--- src/rtl/video_gt_framer.sv ---
// Transmit framer: pixel stream -> 16-bit 8b10b word stream with IDLE/SOF/EOF/CC K-words.
// Optional clock-correction insertion is built when FRAMER_CC_EN is defined.
module video_gt_framer #(
  parameter int unsigned FIFO_DEPTH = 16,
  parameter int unsigned CC_PERIOD  = 1024,
  parameter int unsigned CC_LEN     = 2
) (
  input  logic        clk,
  input  logic        rst_n,
  input  logic        vs_in,
  input  logic        data_valid_in,
  input  logic [15:0] data_in,
  input  logic        tx_ready,
  output logic [15:0] tx_data,
  output logic [1:0]  tx_charisk,
  output logic        fifo_overflow,
  output logic [15:0] frame_cnt
);
  localparam int unsigned AW = $clog2(FIFO_DEPTH);
  localparam int unsigned EW = 19;
  localparam logic [15:0] W_IDLE = 16'h50BC;
  localparam logic [15:0] W_SOF  = 16'hFBBC;
  localparam logic [15:0] W_EOF  = 16'hFDBC;
  localparam logic [15:0] W_CC   = 16'h1C1C;

  typedef enum logic [2:0] {S_IDLE, S_SOF, S_DATA, S_EOF, S_CC} state_t;

  logic          vs_q, vs_d, vs_prev_q, vs_prev_d, pix_vld_q, pix_vld_d, sof_pend_q, sof_pend_d;
  logic [15:0]   pix_q, pix_d;
  logic [EW-1:0] mem_q [FIFO_DEPTH];
  logic [AW-1:0] wr_ptr_q, wr_ptr_d, rd_ptr_q, rd_ptr_d;
  logic [AW:0]   cnt_q, cnt_d;
  logic [17:0]   hold_q, hold_d;
  state_t        state_q, state_d, head_state;
  logic [15:0]   tx_data_q, tx_data_d, frame_cnt_q, frame_cnt_d;
  logic [1:0]    tx_k_q, tx_k_d;
  logic          ovf_q, ovf_d;
  logic          rise, fall, wr_req, wr_ok, pop, fifo_empty, fifo_full, advance;
  logic [EW-1:0] wr_entry, head;

`ifdef FRAMER_CC_EN
  localparam int unsigned CW = $clog2(CC_PERIOD);
  localparam int unsigned IW = $clog2(CC_LEN + 1);
  logic [CW-1:0] cc_cnt_q, cc_cnt_d;
  logic [IW-1:0] cc_idx_q, cc_idx_d;
  logic          cc_req_q, cc_req_d;
  state_t        cc_ret_q, cc_ret_d;
`else
  logic unused_cc_c;
  assign unused_cc_c = (CC_PERIOD == CC_LEN);
`endif

  assign fifo_empty = (cnt_q == '0);
  assign fifo_full  = (cnt_q == (AW+1)'(FIFO_DEPTH));
  assign head       = mem_q[rd_ptr_q];
  assign head_state = head[18] ? S_SOF : (head[16] ? S_DATA : S_EOF);

  always_comb begin
    // input stage and frame-marker tagging
    vs_d       = vs_in;
    vs_prev_d  = vs_q;
    pix_vld_d  = data_valid_in;
    pix_d      = data_in;
    rise       = vs_q & ~vs_prev_q;
    fall       = ~vs_q & vs_prev_q;
    wr_req     = pix_vld_q | fall;
    wr_entry   = {sof_pend_q | rise, fall, pix_vld_q, pix_vld_q ? pix_q : 16'h0000};
    sof_pend_d = wr_req ? 1'b0 : (rise | sof_pend_q);

    state_d     = state_q;
    hold_d      = hold_q;
    tx_data_d   = W_IDLE;
    tx_k_d      = 2'b01;
    frame_cnt_d = frame_cnt_q;
    pop         = 1'b0;
    advance     = 1'b0;
`ifdef FRAMER_CC_EN
    cc_cnt_d = cc_cnt_q;
    cc_idx_d = cc_idx_q;
    cc_req_d = cc_req_q;
    cc_ret_d = cc_ret_q;
`endif

    if (!tx_ready) begin
`ifdef FRAMER_CC_EN
      // an interrupted CC sequence is abandoned; the held word resumes later
      if (state_q == S_CC) begin
        state_d  = cc_ret_q;
        cc_idx_d = '0;
      end
`endif
    end
`ifdef FRAMER_CC_EN
    else if (cc_req_q && state_q != S_CC) begin
      tx_data_d = W_CC;
      tx_k_d    = 2'b11;
      cc_req_d  = 1'b0;
      if (CC_LEN > 1) begin
        cc_ret_d = state_q;
        state_d  = S_CC;
        cc_idx_d = IW'(1);
      end
    end
`endif
    else begin
      unique case (state_q)
        S_IDLE: advance = 1'b1;
        S_SOF: begin
          tx_data_d   = W_SOF;
          tx_k_d      = 2'b11;
          frame_cnt_d = frame_cnt_q + 16'd1;
          state_d     = hold_q[16] ? S_DATA : S_EOF;
        end
        S_DATA: begin
          tx_data_d = hold_q[15:0];
          tx_k_d    = 2'b00;
          if (hold_q[17]) state_d = S_EOF;
          else            advance = 1'b1;
        end
        S_EOF: begin
          tx_data_d = W_EOF;
          tx_k_d    = 2'b11;
          advance   = 1'b1;
        end
        default: begin
`ifdef FRAMER_CC_EN
          tx_data_d = W_CC;
          tx_k_d    = 2'b11;
          if (cc_idx_q == IW'(CC_LEN - 1)) begin
            state_d  = cc_ret_q;
            cc_idx_d = '0;
          end else begin
            cc_idx_d = cc_idx_q + IW'(1);
          end
`else
          state_d = S_IDLE;
`endif
        end
      endcase
      if (advance) begin
        if (!fifo_empty) begin
          pop     = 1'b1;
          hold_d  = head[17:0];
          state_d = head_state;
        end else begin
          state_d = S_IDLE;
        end
      end
    end

`ifdef FRAMER_CC_EN
    // free-running request timer, held at zero while the link is down
    if (!tx_ready) begin
      cc_cnt_d = '0;
      cc_req_d = 1'b0;
    end else if (cc_cnt_q == CW'(CC_PERIOD - 1)) begin
      cc_cnt_d = '0;
      cc_req_d = 1'b1;
    end else begin
      cc_cnt_d = cc_cnt_q + CW'(1);
    end
`endif

    wr_ok    = wr_req & (~fifo_full | pop);
    ovf_d    = ovf_q | (wr_req & ~wr_ok);
    wr_ptr_d = wr_ok ? wr_ptr_q + AW'(1) : wr_ptr_q;
    rd_ptr_d = pop ? rd_ptr_q + AW'(1) : rd_ptr_q;
    cnt_d    = cnt_q + (AW+1)'(wr_ok) - (AW+1)'(pop);
  end

  always_ff @(posedge clk) begin
    if (wr_ok) mem_q[wr_ptr_q] <= wr_entry;
  end

  always_ff @(posedge clk) begin
    if (!rst_n) begin
      // sampling vs_in during reset prevents a false rising edge on release
      vs_q        <= vs_in;
      vs_prev_q   <= vs_in;
      pix_vld_q   <= 1'b0;
      pix_q       <= '0;
      sof_pend_q  <= 1'b0;
      wr_ptr_q    <= '0;
      rd_ptr_q    <= '0;
      cnt_q       <= '0;
      hold_q      <= '0;
      state_q     <= S_IDLE;
      tx_data_q   <= W_IDLE;
      tx_k_q      <= 2'b01;
      frame_cnt_q <= '0;
      ovf_q       <= 1'b0;
`ifdef FRAMER_CC_EN
      cc_cnt_q <= '0;
      cc_idx_q <= '0;
      cc_req_q <= 1'b0;
      cc_ret_q <= S_IDLE;
`endif
    end else begin
      vs_q        <= vs_d;
      vs_prev_q   <= vs_prev_d;
      pix_vld_q   <= pix_vld_d;
      pix_q       <= pix_d;
      sof_pend_q  <= sof_pend_d;
      wr_ptr_q    <= wr_ptr_d;
      rd_ptr_q    <= rd_ptr_d;
      cnt_q       <= cnt_d;
      hold_q      <= hold_d;
      state_q     <= state_d;
      tx_data_q   <= tx_data_d;
      tx_k_q      <= tx_k_d;
      frame_cnt_q <= frame_cnt_d;
      ovf_q       <= ovf_d;
`ifdef FRAMER_CC_EN
      cc_cnt_q <= cc_cnt_d;
      cc_idx_q <= cc_idx_d;
      cc_req_q <= cc_req_d;
      cc_ret_q <= cc_ret_d;
`endif
    end
  end

  assign tx_data       = tx_data_q;
  assign tx_charisk    = tx_k_q;
  assign fifo_overflow = ovf_q;
  assign frame_cnt     = frame_cnt_q;
endmodule

--- config.mk ---
export PLATFORM = sky130hd
export DESIGN_NAME = video_gt_framer
export DESIGN_NICKNAME = d
export VERILOG_FILES = /design/src/rtl/video_gt_framer.sv
export SDC_FILE = /design/constraint.sdc
export NUM_CORES = 1
export LEC_CHECK = 0
export BUFFER_PORTS_ARGS = -buffer_cell sky130_fd_sc_hd__buf_2
export CAP_MARGIN = 10
export CELL_PAD_IN_SITES_DETAIL_PLACEMENT = 1
export CELL_PAD_IN_SITES_GLOBAL_PLACEMENT = 2
export CORE_MARGIN = 2
export CORE_UTILIZATION = 46
export DETAILED_ROUTE_END_ITERATION = 16
export GPL_ROUTABILITY_DRIVEN = 0
export PLACE_DENSITY_LB_ADDON = 0.1
export SLEW_MARGIN = 30
export SYNTH_ARGS = -nofsm -noshare
export SYNTH_HDL_FRONTEND = slang
export SYNTH_SLANG_ARGS = --single-unit
--- constraint.sdc ---
create_clock -name clk -period 5.47 [get_ports clk]
set_input_delay 0.2735 -clock clk [delete_from_list [all_inputs] [get_ports clk]]
set_output_delay 0.2735 -clock clk [all_outputs]
set_load 0.05 [all_outputs]
==> impl_metrics.tcl, run 1 <==
set metrics [dict create \
    ant_nets 0 \
    synth_area_leader_cell "edfxtp_1" \
    clock_path_buffers 3 \
    p_leak_nw 5.82 \
    cp_data_arrival_time_ns 4.20 \
    endpoint_kind "register" \
    slew-limit-headroom 0.411 \
    hp-start "rst_n" \
    final_cell_mix "edfxtp_1 (304), mux4_2 (93), dfxtp_1 (89)" \
    cp_max_fo 17 \
    outcome "finished, final reports clean" \
    finClkSkew_ns 0.0149 \
    fillCellCount 3002 \
    clkLatencyLatePin_ns 0.54 \
    avgRoutedWirePerCell_um 24.0 \
    power.density_nw_per_um2 429 \
    async_flop_share 0 \
    rows 66 \
    vias 7696 \
    yosys_register_bits 396 \
    hold_viol 0 \
    syn_nets 872 \
    fin_area_um2 17400 \
    antenna-diode-count 0 \
    crit_chain "ha_1, nor2b_1, o211ai_1, a31oi_2, inv_2, ha_1, inv_1, ha_1, inv_1, fa_1, inv_1, a21oi_1, nor2_1, or3_1, a21oi_1" \
    cap_viol_max_count 0 \
    clkSlewWorstSetupHoldPaths_ns 0.06 \
    timing.fmax_mhz 267 \
    drtIter0Drc 455 \
    cts-htree-levels 2 \
    cts-root-buf "clkbuf_16" \
    synth_area_um2 15100 \
    ios 56 \
    layout-drive-gt1-share 0.255 \
    dieArea_um2 34200 \
    synth_top_flop_cell "edfxtp_1" \
    dr.pass1.iters 4 \
    synth.top_cells.by_area "edfxtp_1 (61%), mux4_2 (14%), dfxtp_1 (12%)" \
    critPathRequiredTime_ns 5.92 \
    portBuffers 55 \
    grt_max_degree 44 \
    slew_viol_final 0 \
    yosys.area.top_type_share 0.606 \
    min_to "tx_charisk[0]" \
    min_path_cells 3 \
    cts.repair.resized 0 \
    reg2regPathDepth 15 \
    slowest_delay_ns 0.72 \
    track_usage 0.208 \
    avgViaCountPerCell 5.44 \
    finalSetupViolations 0 \
    cts_tree "done" \
    timing.final.crit_period_ns 3.75 \
    avgSynthCellArea_um2 18.1 \
    post-route-period-util 0.685 \
    synthCells 834 \
    grt_remaining_overflow 0 \
    hold_class "input port to register" \
    grt_pass1_vias 8557 \
    startpoint_type "register" \
    floorplan.initialDensity 0.465 \
    setup_tns_ns 0 \
    crit_start "state_q[1]" \
    crit_slowest_cell "a31oi_2" \
    r2r_slack_ns 1.72 \
    grt_antenna_before_repair 1 \
    finalWirelength_mm 33.9 \
    die_w_um 185 \
    synth_edf_count 304 \
    ys_types 38 \
    drc 0 \
    cts.sinks 396 \
    grt_pass1_wl_mm 52.1 \
    final_common_cell "edfxtp_1" \
    criticalPathCategory "register to register" \
    ys_warn_count 0 \
    rsz0062_at_grt "false" \
    worst_pin_slew_ns 0.882 \
    core_area_um2 32400 \
    reg2reg_from "state_q[1]" \
    layout.nets 978 \
    area_growth_pct 15.4 \
    numCtsBuffers 42 \
    r2r_end "cnt_q[4]" \
    yosysSeqAreaShare 0.728 \
    dieHeight_um 185 \
    ir_drop_v 0.000265 \
    place_area_um2 15900 \
    dp_hpwl_mm 20.9 \
]
-- power breakdown --
part	switching (mW)	internal (mW)	leakage [nW]
Clock	1.15	1.45	0.614
Sequential	0.185	3.38	3.51
Combinational	0.637	0.652	1.69
Total	1.97	5.48	5.82
-- state kept, by name (all words and copies together), names as in the netlist, named ones only --
signal / count
vs_prev_d: 1
cnt_q: 5
tx_data: 16
pix_vld_q: 1
state_q: 2
wr_ptr_q: 4
sof_pend_q: 1
mem_q: 304
fifo_overflow: 1
hold_q: 18
pix_q: 16
rd_ptr_q: 4
tx_charisk: 2
vs_prev_q: 1
frame_cnt: 16
-- kinds of logic (layout without fill, tap and decap cells) --
family	Yosys count	after routing	synth area share
AND/OR/NAND/NOR	183	183	0.0605
adder cells (fa/ha/maj)	17	17	0.0146
multiplexers	97	97	0.142
XOR/XNOR	20	20	0.0116
buffers and inverters	58	198	0.0183
flip-flops	396	396	0.728
AO/OA/AOI/OAI	63	63	0.0251
-- routing by layer --
| metal | share of wire | wire length, um | vias to the layer above | GRT usage |
|---|---|---|---|---|
| met2 | 0.50 | 16900 | 168 | 0.353 |
| li1 | - | - | 3439 | - |
| met1 | 0.44 | 14800 | 4034 | 0.279 |
| met5 | 0 | 0 | - | 0 |
| met3 | 0.041 | 1390 | 55 | 0.0317 |
| met4 | 0.025 | 864 | 0 | 0.0651 |
-- synth_stat cells (2+ instances only) --
cell type / count
buf_6: 6
edfxtp_1: 304
clkbuf_1: 20
nand4_1: 4
nor2_1: 37
and2_1: 37
mux2i_1: 3
nor3_1: 8
buf_2: 10
dfxtp_1: 92
mux4_2: 93
and3_1: 21
a22oi_1: 2
ha_1: 16
or3_1: 6
nand2_1: 50
a211oi_1: 2
nor2b_1: 7
nand3_1: 8
nand2b_1: 2
xor2_1: 9
o21ai_1: 21
a21oi_1: 19
o21ai_0: 5
inv_1: 19
a21o_1: 9
inv_2: 3
xnor2_1: 11
-- cell type report --
type                       count  area (um^2)  area share
clock buffer                  53         1110      0.0640
clock inverter                25          143     0.00820
inverter                      22         82.6     0.00475
multi-input combinational    380         3860       0.222
sequential                   396        11000       0.631
tap                          442          553      0.0318
timing repair buffer          98          658      0.0378
-- through the flow --
stage | hold slack (ns) | total power, mW | utilization | setup slack [ns] | cells
after global placement | 0.432 | 4.89 | 0.492 | 1.99 | 1319
after global routing | 0.345 | 7.78 | 0.537 | 1.40 | 1416
after CTS | 0.305 | 7.55 | 0.537 | 1.56 | 1416
after detailed placement | 0.430 | 4.92 | 0.492 | 1.58 | 1319
after floorplan | 0.301 | 4.57 | - | 2.30 | 834
final | 0.311 | 7.45 | 0.537 | 1.72 | 1416
-- worst max path at each step --
stage,endpoint,slack (ns),depth (start not counted)
after floorplan,mem_q[3][0],2.30,5
after global routing,cnt_q[4],1.40,15
final,cnt_q[4],1.72,15
after CTS,cnt_q[4],1.56,14
after global placement,cnt_q[4],1.99,14
after detailed placement,cnt_q[4],1.58,14
-- worst max-delay path, delay by kind of cell (launching register included) --
family / cells / cell delay, ns
flops: 1 / 0.43
compound gates: 4 / 1.25
simple gates: 3 / 0.65
buf+inv: 4 / 0.27
fa+ha+maj: 4 / 1.08
-- timing repair --
item                      4_1_cts  5_1_grt
setup buffers                   0        0
hold buffers                   19        0
hold endpoints to repair       20        0
No activity file was read; power rests on OpenSTA's default activity.
==> run 2: changes to the inputs <==
Clock period 5.47 ns to 3.7 ns, I/O delays scaled along.
==> run 2 against run 1 <==
Compared with the run above:
- non-clock buffer count grew 8
- worst hold slack worse by 0.14 ns
- combinational power up 54%
- sequential share of layout area shrank 1.0 points
- clock skew grew 0.00079 ns
- fmax up 20%
- sequential cell count did not move
- critical path depth up 1
- clock-buffer cell count down 3
- setup slack worse by 1.1 ns
==> impl_metrics.tcl, run 2 (same netlist as run 1, synthesis figures left out) <==
set metrics [dict create \
    hold_viol 0 \
    area_growth_pct 17.3 \
    grt_pass1_wl_mm 52.0 \
    criticalPathCategory "register to register" \
    reg.largest.list "mem_q (304), hold_q (18)" \
    slowest_delay_ns 0.44 \
    vias 7708 \
    worst_pin_slew_ns 0.828 \
    layout.nets 987 \
    rows 66 \
    grt_pass1_vias 8255 \
    track_usage 0.211 \
    rsz0062_at_grt "false" \
    portBuffers 55 \
    cp_data_arrival_time_ns 3.58 \
    grt_remaining_overflow 0 \
    r2r_end "cnt_q[4]" \
    floorplan.initialDensity 0.465 \
    avgRoutedWirePerCell_um 24.1 \
    clkLatencyLatePin_ns 0.54 \
    slew_viol_final 0 \
    antenna-diode-count 0 \
    cts.sinks 396 \
    cts-root-buf "clkbuf_16" \
    grt_max_degree 42 \
    final_cell_mix "edfxtp_1 (304), mux4_2 (93), dfxtp_1 (88)" \
    min_path_cells 3 \
    hp-start "rst_n" \
    cp_max_fo 7 \
    crit_chain "inv_1, ha_1, inv_2, o211ai_1, a31oi_2, inv_2, ha_1, inv_1, ha_1, inv_1, fa_1, inv_1, a21oi_1, nor2_1, or3_1, a21oi_1" \
    outcome "finished, final reports clean" \
    timing.final.crit_period_ns 3.12 \
    crit_top_cell "inv_1" \
    core_area_um2 32400 \
    reg2reg_from "state_q[1]" \
    min_to "cnt_q[1]" \
    finalSetupViolations 0 \
    r2r_slack_ns 0.58 \
    startpoint_type "register" \
    p_leak_nw 5.99 \
    largest_reg_flops 304 \
    dp_hpwl_mm 19.6 \
    cap_viol_max_count 0 \
    top_usage_layer "met2" \
    grtUsageMet1 0.280 \
    finClkSkew_ns 0.0157 \
    numCtsBuffers 43 \
    drtIter0Drc 520 \
    endpoint_kind "register" \
    ant_nets 0 \
    dr.pass1.iters 5 \
    fillCellCount 2976 \
    timing.fmax_mhz 321 \
    grt_use_met3 0.0348 \
    clock_path_buffers 3 \
    setup_tns_ns 0 \
    ir_drop_v 0.000417 \
    avgViaCountPerCell 5.41 \
    power.density_nw_per_um2 660 \
    finalWirelength_mm 34.3 \
    reg2regPathDepth 16 \
    cpLargestDelayFamily "adder cells" \
    cts_tree "done" \
    crit_slowest_cell "dfxtp_1" \
    hold_class "input port to register" \
    clkSlewWorstSetupHoldPaths_ns 0.06 \
    use_met2 0.359 \
    cts-htree-levels 2 \
    ios 56 \
    post-route-period-util 0.842 \
    crit_buf_inv 6 \
    power_mw 11.7 \
    slew-limit-headroom 0.448 \
    dieArea_um2 34200 \
    final_common_cell "edfxtp_1" \
    dieHeight_um 185 \
    layout-drive-gt1-share 0.265 \
    critPathRequiredTime_ns 4.16 \
    die_w_um 185 \
    postCtsSetupRepairBufs 0 \
    drc 0 \
    top_register "mem_q" \
    grt_antenna_before_repair 2 \
]
-- run 2: final cells by class --
cell class / count / area, um^2 / share of cell area
multi-input combinational: 380 / 3840 / 0.217
tap: 442 / 553 / 0.0313
clock buffer: 50 / 1160 / 0.0659
clock inverter: 30 / 338 / 0.0191
sequential: 396 / 11000 / 0.621
timing repair buffer: 106 / 718 / 0.0406
inverter: 22 / 82.6 / 0.00467
-- run 2: per-stage QoR --
step | std cells | setup WS (ns) | utilization | hold slack, ns | cell area, um^2
2_1_floorplan | 834 | 0.533 | - | 0.213 | 15100
3_3_place_gp | 1327 | 0.779 | 0.494 | 0.341 | 16000
3_5_place_dp | 1327 | 0.565 | 0.494 | 0.336 | 16000
4_1_cts | 1426 | 0.540 | 0.546 | 0.164 | 17700
5_1_grt | 1426 | 0.282 | 0.546 | 0.215 | 17700
6_report | 1426 | 0.585 | 0.546 | 0.168 | 17700
-- run 2: how the worst max path moves through the flow --
stage          depth (start not counted)       start  slack [ns]     endpoint
2_1_floorplan                          5  state_q[1]        0.53  mem_q[3][0]
3_3_place_gp                          16  state_q[1]        0.78     cnt_q[4]
3_5_place_dp                          16  state_q[1]        0.57     cnt_q[4]
4_1_cts                               16  state_q[1]        0.54     cnt_q[4]
5_1_grt                               16  state_q[1]        0.28     cnt_q[4]
6_report                              16  state_q[1]        0.58     cnt_q[4]
-- run 2: what timing repair did --
| item | in CTS | in global routing |
|---|---|---|
| hold endpoints to repair | 20 | 0 |
| hold buffers | 19 | 0 |
| gates resized for setup | 0 | 0 |
-- run 2: report_power, final --
group	switching, mW	total (mW)	internal (mW)
Combinational	0.999	1.99	0.993
Clock	1.73	4.48	2.75
Sequential	0.199	5.19	4.99
Total	2.92	11.7	8.74
-- run 2: metal layers --
| layer | part of all wire | vias to the layer above |
|---|---|---|
| li1 | - | 3458 |
| met1 | 0.43 | 4002 |
| met2 | 0.50 | 187 |
| met3 | 0.047 | 59 |
| met4 | 0.024 | 2 |
| met5 | 0.00038 | - |
-- run 2: worst min-delay path: stages --
cell and delay (ns):
buf_2 0.10, inv_2 0.22, nor2_1 0.15
==> run 3: changes to the inputs <==
Settings changed: CORE_UTILIZATION 46 to 43.
Clock period 3.7 ns to 2.5 ns, I/O delays scaled along.
==> run 3 against run 2 <==
Compared with the run above:
- the flow now finishes with violations (negative setup slack)
- power rose by 47%
- setup slack got worse by 0.79 ns
- global-route usage fell by 0.74 points
- sequential power rose by 47%
- sequential share of layout area fell by 1.5 points
- largest cell class unchanged
- sequential cell count did not move
- critical endpoint unchanged
- combinational power rose by 76%
- core utilization fell by 2.1 points
- routed wire length rose by 3.5%
- clock skew fell by 0.0026 ns
- worst hold slack got worse by 0.13 ns
==> impl_metrics.tcl, run 3 (same netlist as run 1, synthesis figures left out) <==
set metrics [dict create \
    fin_area_um2 18100 \
    place_area_um2 16500 \
    dp_hpwl_mm 20.8 \
    post-route-period-util 1.08 \
    top_register "mem_q" \
    numCtsBuffers 42 \
    die_w_um 191 \
    endpoint_kind "register" \
    reg.largest.list "mem_q (304), hold_q (18)" \
    multi_input_area_um2 3950 \
    timing.final.crit_period_ns 2.71 \
    rows 68 \
    grt_pass1_wl_mm 53.6 \
    track_usage 0.203 \
    portBuffers 55 \
    cts_tree "done" \
    worst_pin_slew_ns 0.637 \
    outcome "finished with violations" \
    wl_met2_mm 17.9 \
    area_growth_pct 20.4 \
    power.density_nw_per_um2 945 \
    drc 0 \
    dieHeight_um 191 \
    finalSetupViolations 3 \
    reg2regPathDepth 16 \
    dpl_worst_slack_ns -0.207 \
    wl_met1_mm 15.6 \
    power_mw 17.1 \
    final_common_cell "edfxtp_1" \
    startpoint_type "register" \
    r2r_slack_ns -0.21 \
    finalWirelength_mm 35.5 \
    grt_remaining_overflow 0 \
    avgViaCountPerCell 5.39 \
    floorplan.initialDensity 0.436 \
    p_leak_nw 6.11 \
    core_area_um2 34500 \
    criticalPathCategory "register to register" \
    routed.top_layer "met4" \
    cts-htree-levels 2 \
    cp_data_arrival_time_ns 3.17 \
    ant_nets 0 \
    cts-root-buf "clkbuf_16" \
    slew_viol_final 0 \
    vias 7913 \
    cpLargestDelayFamily "adder cells" \
    finClkSkew_ns 0.0131 \
    cp_max_fo 4 \
    antenna-diode-count 0 \
    grt_max_degree 61 \
    wl_met3_mm 1.24 \
    hold_viol 0 \
    fillCellCount 3214 \
    grt_antenna_before_repair 1 \
    violations "negative setup slack" \
    drtIter0Drc 573 \
    crit_slowest_cell "dfxtp_4" \
    final_cell_mix "edfxtp_1 (304), mux4_2 (93), dfxtp_1 (88)" \
    critPathRequiredTime_ns 2.97 \
    min_path_cells 3 \
    setup_tns_ns -0.546 \
    ios 56 \
    crit_chain "inv_4, ha_4, inv_2, o211ai_1, a31oi_2, inv_2, ha_4, inv_4, ha_4, inv_4, fa_2, inv_1, a21oi_2, nor2_1, or3_1, a21oi_2" \
    crit_buf_inv 6 \
    clock_path_buffers 3 \
    cap_viol_max_count 0 \
    ir_drop_v 0.000573 \
    dr.pass1.iters 4 \
    avgRoutedWirePerCell_um 24.2 \
    slew-limit-headroom 0.575 \
    timing.fmax_mhz 369 \
    layout.nets 1017 \
    regArea_um2 11000 \
    crit_cells 16 \
    grt_pass1_vias 8496 \
    clkSlewWorstSetupHoldPaths_ns 0.06 \
    clkLatencyLatePin_ns 0.54 \
    slowest_delay_ns 0.39 \
    hold_class "input port to register" \
    rsz0062_at_grt "true" \
    dieArea_um2 36500 \
    layout-drive-gt1-share 0.289 \
    fin_ws_ns -0.208 \
    cts.sinks 396 \
    largest_reg_flops 304 \
]
## run 3: cell count changes in the layout (fill, tap and decap cells not counted), sizes merged
cell / delta
inv: -1
clkinv: -17
buf: +31
bufinv: -5
clkbuf: +20
## run 3: cell type report
type / instances / area share
Clock buffer: 70 / 0.0685
Clock inverter: 7 / 0.00469
Inverter: 22 / 0.00510
Multi-Input combinational cell: 380 / 0.218
Sequential cell: 396 / 0.605
Tap cell: 455 / 0.0314
Timing Repair Buffer: 137 / 0.0673
## run 3: per-stage QoR
stage               cells   util  hold WS [ns]
CTS                  1466  0.525       0.00761
floorplan             834      -         0.153
detailed placement   1358  0.478         0.291
global route         1467  0.525        0.0545
global placement     1358  0.478         0.284
finish               1467  0.525        0.0388
## run 3: worst paths after layout
kind	startpoint	to
max	state_q[0]	cnt_q[4]
min	rst_n	tx_data[15]
max reg2reg	state_q[0]	cnt_q[4]
min reg2reg	hold_q[1]	hold_q[1]
## run 3: power by group
part | leakage (nW) | switching [mW] | internal (mW) | total (mW)
registers | 3.51 | 0.249 | 7.39 | 7.64
logic | 1.95 | 1.69 | 1.82 | 3.51
clock network | 0.642 | 2.40 | 3.59 | 5.99
total | 6.11 | 4.34 | 12.8 | 17.1
## run 3: repair_timing
| item | 4_1_cts | 5_1_grt |
|---|---|---|
| gates cloned | 0 | 0 |
| hold endpoints to repair | 21 | 0 |
| buffers inserted | 13 | 2 |
| resized for setup | 3 | 5 |
| endpoints found under the setup margin | 2 | 5 |
| hold buffers | 19 | 0 |
| pin swaps | 4 | 6 |
## run 3: routing by layer
| metal | GRT usage | up-vias |
|---|---|---|
| met5 | 0 | - |
| met4 | 0.0654 | 0 |
| met3 | 0.0294 | 58 |
| met2 | 0.348 | 153 |
| met1 | 0.269 | 4170 |
| li1 | - | 3532 |
## run 3: tightest hold or removal path: stages
cell	delay [ns]
buf_2	0.12
nand2_1	0.22
a21oi_1	0.06
